$ cat src/rtl/prefetch_buffer_if.sv
// Prefetch buffer bus bundle.
//   Program memory: pm_addr (fetch pointer), pm_opcode/pm_operand (combinational read data)
//   Control:        stall (decode not accepting), flush/flush_addr (redirect)
//   Head entry:     valid_out, oc_out, or_out, npc_out, count (occupancy 0..DEPTH)
// slave  = the prefetch buffer itself
// master = the surrounding core (program memory + decode/branch logic)
interface prefetch_buffer_if #(
   parameter int DEPTH = 4
);
   localparam int CW = $clog2(DEPTH) + 1;

   logic [7:0]    pm_addr;
   logic [7:0]    pm_opcode;
   logic [7:0]    pm_operand;
   logic          stall;
   logic          flush;
   logic [7:0]    flush_addr;
   logic          valid_out;
   logic [7:0]    oc_out;
   logic [7:0]    or_out;
   logic [7:0]    npc_out;
   logic [CW-1:0] count;

   modport slave (
      output pm_addr, valid_out, oc_out, or_out, npc_out, count,
      input  pm_opcode, pm_operand, stall, flush, flush_addr
   );

   modport master (
      input  pm_addr, valid_out, oc_out, or_out, npc_out, count,
      output pm_opcode, pm_operand, stall, flush, flush_addr
   );
endinterface

$ cat src/rtl/prefetch_buffer.sv
// Instruction prefetch queue.
// Fetches one {opcode, operand} per cycle from program memory at the fetch
// pointer into a DEPTH-entry circular queue, tagging each entry with its
// address + 1 (next PC). The head entry is presented to decode; stall holds it,
// flush discards the queue and redirects fetch to flush_addr.
// Ports:
//   clk  - clock, all state on posedge
//   rst  - synchronous active-high reset (wins over flush)
//   bus  - prefetch_buffer_if.slave (pm_*, stall, flush*, head outputs, count)
module prefetch_buffer #(
   parameter int         DEPTH  = 4,
   parameter logic [7:0] NOP_OC = 8'h00
) (
   input logic              clk,
   input logic              rst,
   prefetch_buffer_if.slave bus
);
   localparam int AW = $clog2(DEPTH);
   localparam logic [AW-1:0] PTR_ONE = AW'(1);
   localparam logic [AW:0]   CNT_ONE = (AW+1)'(1);
   localparam logic [AW:0]   FULL    = (AW+1)'(DEPTH);

   logic [7:0]    fpc_q, fpc_d;
   logic [AW-1:0] head_q, head_d, tail_q, tail_d;
   logic [AW:0]   count_q, count_d;

   // Queue storage; never reset, validity is tracked by count_q alone.
   logic [7:0] oc_mem  [DEPTH];
   logic [7:0] or_mem  [DEPTH];
   logic [7:0] npc_mem [DEPTH];

   logic valid, pop, push;

   assign valid = (count_q != '0);
   assign pop   = valid & ~bus.stall & ~bus.flush;
   // A full queue can still accept when the head leaves the same cycle.
   assign push  = ~bus.flush & ((count_q < FULL) | pop);

   always_comb begin
      fpc_d   = fpc_q;
      head_d  = head_q;
      tail_d  = tail_q;
      count_d = count_q;
      if (bus.flush) begin
         fpc_d   = bus.flush_addr;
         head_d  = '0;
         tail_d  = '0;
         count_d = '0;
      end else begin
         if (push) begin
            tail_d = tail_q + PTR_ONE;     // DEPTH is a power of two: natural wrap
            fpc_d  = fpc_q + 8'd1;
         end
         if (pop) head_d = head_q + PTR_ONE;
         if (push && !pop) count_d = count_q + CNT_ONE;
         else if (pop && !push) count_d = count_q - CNT_ONE;
      end
   end

   always_ff @(posedge clk) begin
      if (rst) begin
         fpc_q   <= 8'h00;
         head_q  <= '0;
         tail_q  <= '0;
         count_q <= '0;
      end else begin
         fpc_q   <= fpc_d;
         head_q  <= head_d;
         tail_q  <= tail_d;
         count_q <= count_d;
      end
   end

   always_ff @(posedge clk) begin
      if (push) begin
         oc_mem[tail_q]  <= bus.pm_opcode;
         or_mem[tail_q]  <= bus.pm_operand;
         npc_mem[tail_q] <= fpc_q + 8'd1;
      end
   end

   // Head outputs come only from stored state; an empty queue shows a NOP
   // whose next PC is the pending fetch address.
   assign bus.pm_addr   = fpc_q;
   assign bus.valid_out = valid;
   assign bus.oc_out    = valid ? oc_mem[head_q]  : NOP_OC;
   assign bus.or_out    = valid ? or_mem[head_q]  : 8'h00;
   assign bus.npc_out   = valid ? npc_mem[head_q] : fpc_q;
   assign bus.count     = count_q;
endmodule

$ cat src/flat_wrapper.sv
// flat-port wrapper written by rule: the top's interface ports become plain ports
module prefetch_buffer_flat 
#(
   parameter int         DEPTH  = 4,
   parameter logic [7:0] NOP_OC = 8'h00
)
  (clk, rst, bus_pm_addr, bus_valid_out, bus_oc_out, bus_or_out, bus_npc_out, bus_count, bus_pm_opcode, bus_pm_operand, bus_stall, bus_flush, bus_flush_addr);
  prefetch_buffer_if #(.DEPTH(DEPTH)) bus_i ();
  input logic clk;
  input logic rst;
  output wire logic [$bits(bus_i.pm_addr)-1:0] bus_pm_addr;
  output wire logic [$bits(bus_i.valid_out)-1:0] bus_valid_out;
  output wire logic [$bits(bus_i.oc_out)-1:0] bus_oc_out;
  output wire logic [$bits(bus_i.or_out)-1:0] bus_or_out;
  output wire logic [$bits(bus_i.npc_out)-1:0] bus_npc_out;
  output wire logic [$bits(bus_i.count)-1:0] bus_count;
  input wire logic [$bits(bus_i.pm_opcode)-1:0] bus_pm_opcode;
  input wire logic [$bits(bus_i.pm_operand)-1:0] bus_pm_operand;
  input wire logic [$bits(bus_i.stall)-1:0] bus_stall;
  input wire logic [$bits(bus_i.flush)-1:0] bus_flush;
  input wire logic [$bits(bus_i.flush_addr)-1:0] bus_flush_addr;
  assign bus_pm_addr = bus_i.pm_addr;
  assign bus_valid_out = bus_i.valid_out;
  assign bus_oc_out = bus_i.oc_out;
  assign bus_or_out = bus_i.or_out;
  assign bus_npc_out = bus_i.npc_out;
  assign bus_count = bus_i.count;
  assign bus_i.pm_opcode = bus_pm_opcode;
  assign bus_i.pm_operand = bus_pm_operand;
  assign bus_i.stall = bus_stall;
  assign bus_i.flush = bus_flush;
  assign bus_i.flush_addr = bus_flush_addr;
  prefetch_buffer #(.DEPTH(DEPTH), .NOP_OC(NOP_OC)) u_core (.clk(clk), .rst(rst), .bus(bus_i));
endmodule
$ cat config.mk
export PLATFORM = sky130hd
export DESIGN_NAME = prefetch_buffer_flat
export DESIGN_NICKNAME = d
export VERILOG_FILES = /design/src/rtl/prefetch_buffer_if.sv /design/src/rtl/prefetch_buffer.sv /design/src/flat_wrapper.sv
export SDC_FILE = /design/constraint.sdc
export NUM_CORES = 1
export LEC_CHECK = 0
export ABC_CLOCK_PERIOD_IN_PS = 4300
export CAP_MARGIN = 20
export CORE_AREA = 4 4 81 158
export DETAILED_ROUTE_END_ITERATION = 8
export DIE_AREA = 0 0 85 162
export GPL_TIMING_DRIVEN = 0
export SYNTH_ARGS = -nofsm -noshare
export SYNTH_HDL_FRONTEND = slang
export SYNTH_SLANG_ARGS = --single-unit
$ cat constraint.sdc
create_clock -name clk -period 4.3 [get_ports clk]
set_clock_uncertainty 0.15 [all_clocks]
set_input_delay 1.075 -clock clk [delete_from_list [all_inputs] [get_ports clk]]
set_output_delay 1.075 -clock clk [all_outputs]
set_load 0.02 [all_outputs]
======== Yosys cells after proc, flatten, opt, wreduce, memory -nomap -nowiden ========
Memories as Yosys holds them, arrays and structs flattened. A register that Yosys moved wholly into a read port is not among the register bits.
Cells that the tools add are included.
word-level totals
  bits of input ports ..................... 28
  memories kept ........................... 3
  bits in writable memories ............... 96
  flip-flop bits (word level) ............. 15
  output and inout port bits .............. 36
  logic and storage cells ................. 42
memory list
  name            words  width  rd ports  clocked after Yosys merged registers in  wr ports  RTL line               RTL
  u_core.npc_mem  4      8      1         1                                        1         prefetch_buffer.sv:30  logic [7:0] npc_mem [DEPTH];
  u_core.oc_mem   4      8      1         1                                        1         prefetch_buffer.sv:28  logic [7:0] oc_mem [DEPTH];
  u_core.or_mem   4      8      1         1                                        1         prefetch_buffer.sv:29  logic [7:0] or_mem [DEPTH];
operators by class
  mux-type cells .......................... 15
  reductions and logical operators ........ 8
  add/subtract/negate cells ............... 5
  order comparisons ....................... 1
  bitwise gates (word level) .............. 6
operator list
  kind                   number
  $mux W8                5
  $mux W2                6
  $add A8 B1 Y8 const B  1
  $mux W3                2
  $add A2 B1 Y2 const B  2
  $reduce_bool A2 Y1     2
  $add A3 B1 Y3 const B  1
  $and A1 B1 Y1          3
  $lt A3 B3 Y1 const B   1
  $reduce_bool A3 Y1     1
  $sub A3 B1 Y3 const B  1
  $logic_and A1 B1 Y1    2
  $logic_not A1 Y1       2
  $mux W1                2
  $not A1 Y1             2
  $reduce_or A2 Y1       1
  $or A1 B1 Y1           1

======== Depth between registers and ports, before layout ========
Gate-level depths: netlist of the first run.
  word-level depth ........................ 9
  gate-level depth with buffers ........... 8
  mapped depth without buffers ............ 8

======== Worst setup path before layout of the first run ========
No wires, ideal clock.
  path kind ............................... register to output
  from .................................... register u_core.count_q[0], in the netlist u_core.bus.count[0]
  to ...................................... output bus_npc_out[0]
  buffers on the path ..................... 1
  cell stages (with the launch flop) ...... 5
  arrival ................................. 1.729 ns
  setup slack ............................. 1.346 ns
  required time ........................... 3.075 ns
  cells stage by stage .................... dfxtp_1 -> nor3_4 -> clkinv_1 -> clkbuf_1 -> o21ai_0
between the ends
  cells in the longest elaborated chain, start to end .. 2
ends and longest elaborated chain
  what                    RTL line               RTL
  start, declared         prefetch_buffer.sv:25  logic [AW:0] count_q, count_d;
  start signal, assigned  prefetch_buffer.sv:70  count_q <= count_d;
  $reduce_bool A3 Y1      prefetch_buffer.sv:34  assign valid = (count_q != '0);
  via bus_valid_out       flat_wrapper.sv:12     output wire logic [$bits(bus_i.valid_out)-1:0] bus_valid_out;
  $mux W8                 prefetch_buffer.sv:88  assign bus.npc_out = valid ? npc_mem[head_q] : fpc_q;
  end, declared           flat_wrapper.sv:15     output wire logic [$bits(bus_i.npc_out)-1:0] bus_npc_out;
The timed path passes the listed nets, and every way through them passes these cells.

======== Worst setup path after layout of the first run ========
  from .................................... register u_core.count_q[0], in the netlist u_core.bus.count[0]
  to ...................................... output bus_npc_out[0]
between the ends
  cells in the longest elaborated chain, start to end .. 2
ends and longest elaborated chain
  what                RTL line
  $reduce_bool A3 Y1  prefetch_buffer.sv:34
  $mux W8             prefetch_buffer.sv:88
No other way between the ends.

==> metrics.txt, run 1 <==
setup ws final=0.324 ns; largest fanout of any net on the critical path=10; residual antenna-violating net count after detailed routing=0; starting utilization of the core area=0.398; wire length reported by the detailed router=~9.4 mm; Startpoint Class=flop; count of input and output buffers=60; Bufs and invs on worst path=3; delay-heaviest family, CP=buffers and inverters; Gates resized, CTS repair=0; average wire per cell in the routed design=roughly 18 um; Async S/R FF share, synth=0; Die Span X=85 um; main flop type after synthesis=edfxtp_1; worst-case vdd ir drop=approximately 0.28 mV; Net Count, Synth=305; layout cells sized above 1=0.208; Hold Path Stages=2; Crit Path Category=flop to primary output; initial antenna violation count=0; starting DRC count in detailed routing=about 130; GRT Overall Usage=0.147; via density per instance=5.09; total chip power=about 0.0028 W; endpoint type of the worst setup path=primary output; Crit path required time=approximately 3.1 ns; area of the die=roughly 0.014 sq mm; FF-to-FF setup slack=between 1.5 and 2 ns; leftover overflow at the end of global routing=0; worst hold path type=flop to flop; data arrival time of the critical path=between 2 and 3 ns; total clock buffers created by CTS=17; maximum frequency from static timing analysis=~0.25 GHz; worst-path cell chain=nor3_4 -> clkinv_1 -> clkbuf_1 -> o21ai_0 -> clkdlybuf4s50_1; detailed placement HPWL=about 6.4 mm; Commonest cells post-synth=edfxtp_1, mux4_2, and2_1, dfxtp_1, nor2_1; via total after detailed routing=2600; total of warnings raised by yosys=0; Post-CTS Hold Fix Bufs=0; pwr dens=about 470 mW/mm^2; P&R area growth vs syn=30.8%; Clock Tree Buf Depth=2; number of diodes added for antenna fixing=0; standard cell with the maximum stage delay on the critical path=clkdlybuf4s50_1; post-synthesis instance total=270; R2R depth=7; Placer Congestion=about 0.79; launch point of the worst reg-to-reg path=u_core.bus.count[2]; post-synthesis cell area=0.00466 sq mm; CTS root buffer=clkbuf_16; time the final worst path needs with I/O delays and setup=3.98 ns; first-pass iteration count of the detailed router=4; Vert. Die Dim=162 um; startpoint of the worst hold path=u_core.head_q[1]; setup slack after placement=0.707 ns; longest individual stage delay on the worst path=around 0.64 ns; worst skew pair latency=slightly above 0.4 ns; final number of setup-violating endpoints=0; fill count=roughly 960; Post-synth EDFFs=96; register bit total from synthesis=113; terminating pin of the worst hold path=u_core.head_q[1]; count of unique library cells instantiated by Yosys=40; slew at the pin closest to its max-slew limit=roughly 0.71 ns; vias in the first global route=between 2000 and 3000; final net count=388; result of the run=finished, final reports clean; Core Box Area=approximately 0.012 sq mm; share of synthesized area occupied by flip-flops and latches=0.692; Clock Pin Slew Worst Setup and Hold Paths=0.05 ns; cell with the most instances after synthesis=edfxtp_1; largest area contributor in the synthesized netlist=edfxtp_1; Post-CTS Setup Bufs=0; setup_tns=0 ns; mean instance size in the synthesized netlist=17.3 sq um; FP Rows=56; period utilisation layout=0.925; largest net degree at the start of global routing=17; DRC violations left=0; setup repair after global routing missed its margin=no; clock sink total=~110; max-slew violation count=0; leading post-synthesis cells by cell area=edfxtp_1, mux4_2, dfxtp_1; Slew HR=0.529; Max Cap Violations=0; CTS tree=built; area share of the leading cell type in the synthesized netlist=0.619; endpoints failing hold=0; endpoint of the worst register-to-register path=u_core.bus.count[2]; # IOs=between 60 and 70; depth of the CTS H-tree=4; leakage dissipation=2.05 nW; global-route wire length before repair=15.1 mm
## worst max path at each step
| stage | startpoint | endpoint | cells past startpoint | slack (ns) |
|---|---|---|---|---|
| 5_1_grt | flop | bus_npc_out[0] | 6 | 0.19 |
| 3_5_place_dp | u_core.bus.count[0] | bus_npc_out[0] | 5 | 0.71 |
| 4_1_cts | u_core.bus.count[0] | bus_npc_out[0] | 5 | 0.26 |
| 2_1_floorplan | u_core.bus.count[0] | bus_npc_out[0] | 4 | 1.35 |
| 6_report | u_core.bus.count[0] | bus_npc_out[0] | 5 | 0.32 |
| 3_3_place_gp | u_core.bus.count[0] | bus_npc_out[0] | 5 | 0.71 |
## report_power, final
part / total (W) / internal, W / switching, W
clock network: 0.00126 / 0.000784 / 0.000476
logic: 0.000323 / 0.000161 / 0.000162
registers: 0.00126 / 0.00124 / 0.0000240
## cell families (layout without fill, tap and decap cells)
kind of cell             count (synthesis)  count (layout)  share of synthesized area
flip-flops                             113             113                      0.692
AND/OR/NAND/NOR                         58              58                     0.0693
multiplexers                            32              32                      0.135
AO/OA/AOI/OAI                           28              28                     0.0405
buffers and inverters                   23             119                     0.0263
XOR/XNOR                                 9               9                     0.0169
adder cells (fa/ha/maj)                  7               7                     0.0204
## placed cells by master (no fill, tap or decap), types with 9 or more instances in the layout
| cell | n |
|---|---|
| clkbuf_16 | 17 |
| inv_1 | 9 |
| clkdlybuf4s50_1 | 60 |
| nor2_1 | 13 |
| and2_1 | 20 |
| nand2_1 | 10 |
| edfxtp_1 | 96 |
| mux4_2 | 24 |
| dfxtp_1 | 17 |
## layer usage
| metal | wire, um | up-vias | global-route usage |
|---|---|---|---|
| met3 | 337 | 17 | 0.0416 |
| met2 | 5390 | 55 | 0.266 |
| li1 | - | 1224 | - |
| met5 | 0 | - | 0 |
| met1 | 3430 | 1304 | 0.153 |
| met4 | 229 | 0 | 0.0692 |
## sequential cells by signal, indices dropped and copies added (netlist names), named ones only
name	cells
u_core.npc_mem	32
u_core.tail_q	2
u_core.bus.pm_addr	8
u_core.bus.count	3
u_core.head_q	2
u_core.or_mem	32
u_core.oc_mem	32
## layout make-up
class / count / area (sq um) / share of cell area
buffer: 13 / 85.1 / 0.0140
clock buffer: 17 / 425 / 0.0698
clock inverter: 15 / 120 / 0.0197
inverter: 10 / 37.5 / 0.00616
multi-input combinational: 134 / 1320 / 0.216
sequential: 113 / 3220 / 0.529
tap: 145 / 181 / 0.0297
timing repair buffer: 64 / 711 / 0.117
## worst reg2reg max path, stage by stage (launching register included)
cell     delay [ns]
dfxtp_1        0.40
a21oi_1        0.45
ha_1           0.27
inv_1          0.06
fa_1           0.37
xor2_1         0.16
or3_1          0.30
a21oi_1        0.14
## through the flow
step / hold slack, ns / utilization / cells / instance area (sq um)
finish: 0.340 / 0.521 / 511 / 6100
global route: 0.375 / 0.521 / 511 / 6100
CTS: 0.344 / 0.521 / 511 / 6100
detailed placement: 0.334 / 0.475 / 479 / 5550
global placement: 0.317 / 0.465 / 475 / 5440
floorplan: 0.303 / - / 270 / 4660
Note: power is estimated with default switching activity, not from simulation.
==> inputs of run 2 (changes only) <==
--- a/config.mk
+++ b/config.mk
@@ -11,6 +11,8 @@
 export DETAILED_ROUTE_END_ITERATION = 8
 export DIE_AREA = 0 0 85 162
 export GPL_TIMING_DRIVEN = 0
+export PLACE_DENSITY = 0.72
+export SETUP_SLACK_MARGIN = 0.05
 export SYNTH_ARGS = -nofsm -noshare
 export SYNTH_HDL_FRONTEND = slang
 export SYNTH_SLANG_ARGS = --single-unit
==> constraint.sdc (replaced) <==
create_clock -name clk -period 4.3 [get_ports clk]
set_clock_uncertainty 0.15 [all_clocks]
set_input_delay 0.86 -clock clk [delete_from_list [all_inputs] [get_ports clk]]
set_output_delay 0.86 -clock clk [all_outputs]
set_load 0.02 [all_outputs]
==> run 2 against run 1 <==
Largest power group unchanged; sequential share of layout area grew 0.31 points; sequential cell count is the same; critical endpoint unchanged; highest routed layer unchanged; clock power shrank 4%.
==> metrics.txt, run 2 (synthesized netlist as in run 1, its figures left out) <==
area of the die=roughly 0.014 sq mm; FF-to-FF setup slack=approximately 1.9 ns; Clock Pin Slew Worst Setup and Hold Paths=around 0.05 ns; maximum frequency from static timing analysis=0.264 GHz; final number of setup-violating endpoints=0; top routing layer used=met4; Clock Tree Buf Depth=2; GRT Overall Usage=0.146; Post-CTS Setup Bufs=0; leading cell type in the layout, fill and taps excluded=edfxtp_1; CTS root buffer=clkbuf_16; starting DRC count in detailed routing=95; count of input and output buffers=60; launch point of the worst reg-to-reg path=u_core.bus.count[2]; P&R area growth vs syn=30.1%; post-placement cell area=~0.0056 sq mm; number of diodes added for antenna fixing=0; slew at the pin closest to its max-slew limit=0.741 ns; max-slew violation count=0; Slew HR=0.506; via total after detailed routing=~2700; depth of the CTS H-tree=4; result of the run=finished, final reports clean; FP Rows=56; first-pass iteration count of the detailed router=4; global-route wire length before repair=between 15 and 20 mm; CTS tree=built; CP startpoint=u_core.bus.count[0]; pwr dens=between 400 and 500 mW/mm^2; vias in the first global route=2880; total clock buffers created by CTS=17; time the final worst path needs with I/O delays and setup=3.79 ns; Core Box Area=0.0117 sq mm; # IOs=between 60 and 70; Vert. Die Dim=162 um; DRC violations left=0; largest net degree at the start of global routing=17; endpoint of the worst register-to-register path=u_core.bus.count[2]; worst skew pair latency=approximately 0.40 ns; Routed met2 length=between 5 and 6 mm; clock sink total=113; average wire per cell in the routed design=18.3 um; leftover overflow at the end of global routing=0; setup repair after global routing missed its margin=no; largest registers ranked by flip-flop count=u_core.npc_mem: 32 flops, u_core.oc_mem: 32 flops, u_core.or_mem: 32 flops; Placer Congestion=between 0.8 and 0.9; data arrival time of the critical path=between 2 and 3 ns; cell area after layout=between 0.006 and 0.007 sq mm; Startpoint Class=flop; Die Span X=between 80 and 90 um; R2R depth=7; starting utilization of the core area=0.398; Gates resized, CTS repair=0; initial antenna violation count=0; Max Cap Violations=0; wire length reported by the detailed router=between 9 and 10 mm; Crit path required time=3.29 ns; worst-case vdd ir drop=about 0.33 mV; endpoint type of the worst setup path=primary output; worst hold path type=flop to flop; endpoints failing hold=0; leakage dissipation=2.05 nW; layout cells sized above 1=0.189; largest fanout of any net on the critical path=10; setup_tns=0 ns; period utilisation layout=0.882; Crit Path Category=flop to primary output; via density per instance=5.20; Metal-1 WL=approximately 3.5 mm; final net count=just under 400; detailed placement HPWL=roughly 6.4 mm; fill count=945; most frequent cells in the layout=edfxtp_1, clkdlybuf4s50_1, mux4_2; startpoint of the worst hold path=u_core.head_q[1]; routed length on met3=~370 um; Hold Path Stages=2; Post-CTS Hold Fix Bufs=0; residual antenna-violating net count after detailed routing=0
[run 2: cell types whose count changed in the layout (fill, tap and decap cells not counted)]
cell        before  now
clkbuf_1         3    7
inv_6            1    0
clkinv_2         4    5
clkinv_4         1    0
clkinvlp_4       6    0
clkinv_1         3    5
[run 2: layout make-up]
type	instances	area (sq um)	area share
Clock buffer	21	440	0.0726
Buffer	13	85.1	0.0140
Inverter	10	37.5	0.00619
Multi-Input combinational cell	134	1320	0.217
Clock inverter	10	70.1	0.0116
Timing Repair Buffer	64	711	0.117
Sequential cell	113	3220	0.532
Tap cell	145	181	0.0299
[run 2: stage by stage]
step                 util  setup slack (ns)  total power, W  cells  hold slack [ns]
floorplan               -              1.56         0.00145    270            0.303
global placement    0.465             0.874         0.00159    475            0.313
detailed placement  0.475             0.865         0.00161    479            0.338
CTS                 0.518             0.447         0.00282    510            0.348
global route        0.518             0.314         0.00290    510            0.369
finish              0.518             0.509         0.00280    510            0.345
[run 2: how the worst max path moves through the flow]
stage                                end  slack (ns)
after floorplan           bus_npc_out[0]        1.56
after global placement    bus_npc_out[0]        0.87
after detailed placement  bus_npc_out[0]        0.86
after CTS                 bus_npc_out[0]        0.45
after global routing      bus_npc_out[0]        0.31
final                     bus_npc_out[0]        0.51
[run 2: worst max-delay path, cell delays in order, from the launching register on]
cell and delay (ns):
dfxtp_1 0.37, nor3_4 0.28, clkinv_1 0.40, clkbuf_1 0.33, o21ai_0 0.32, clkdlybuf4s50_1 0.67
[run 2: layer usage]
layer  global-route usage  vias to the layer above
li1                     -                     1224
met3               0.0391                       17
met1                0.155                     1329
met2                0.258                       83
met4               0.0771                        0
met5                    0                        -
[run 2: power breakdown]
| part | internal, W | switching [W] |
|---|---|---|
| clock network | 0.000773 | 0.000439 |
| registers | 0.00124 | 0.0000244 |
| logic | 0.000161 | 0.000161 |
==> inputs of run 3 (changes only) <==
--- a/config.mk
+++ b/config.mk
@@ -16,3 +16,4 @@
 export SYNTH_ARGS = -nofsm -noshare
 export SYNTH_HDL_FRONTEND = slang
 export SYNTH_SLANG_ARGS = --single-unit
+export TNS_END_PERCENT = 1
==> results of run 3 <==
Final layout, timing and power as in run 2 (identical DEF).
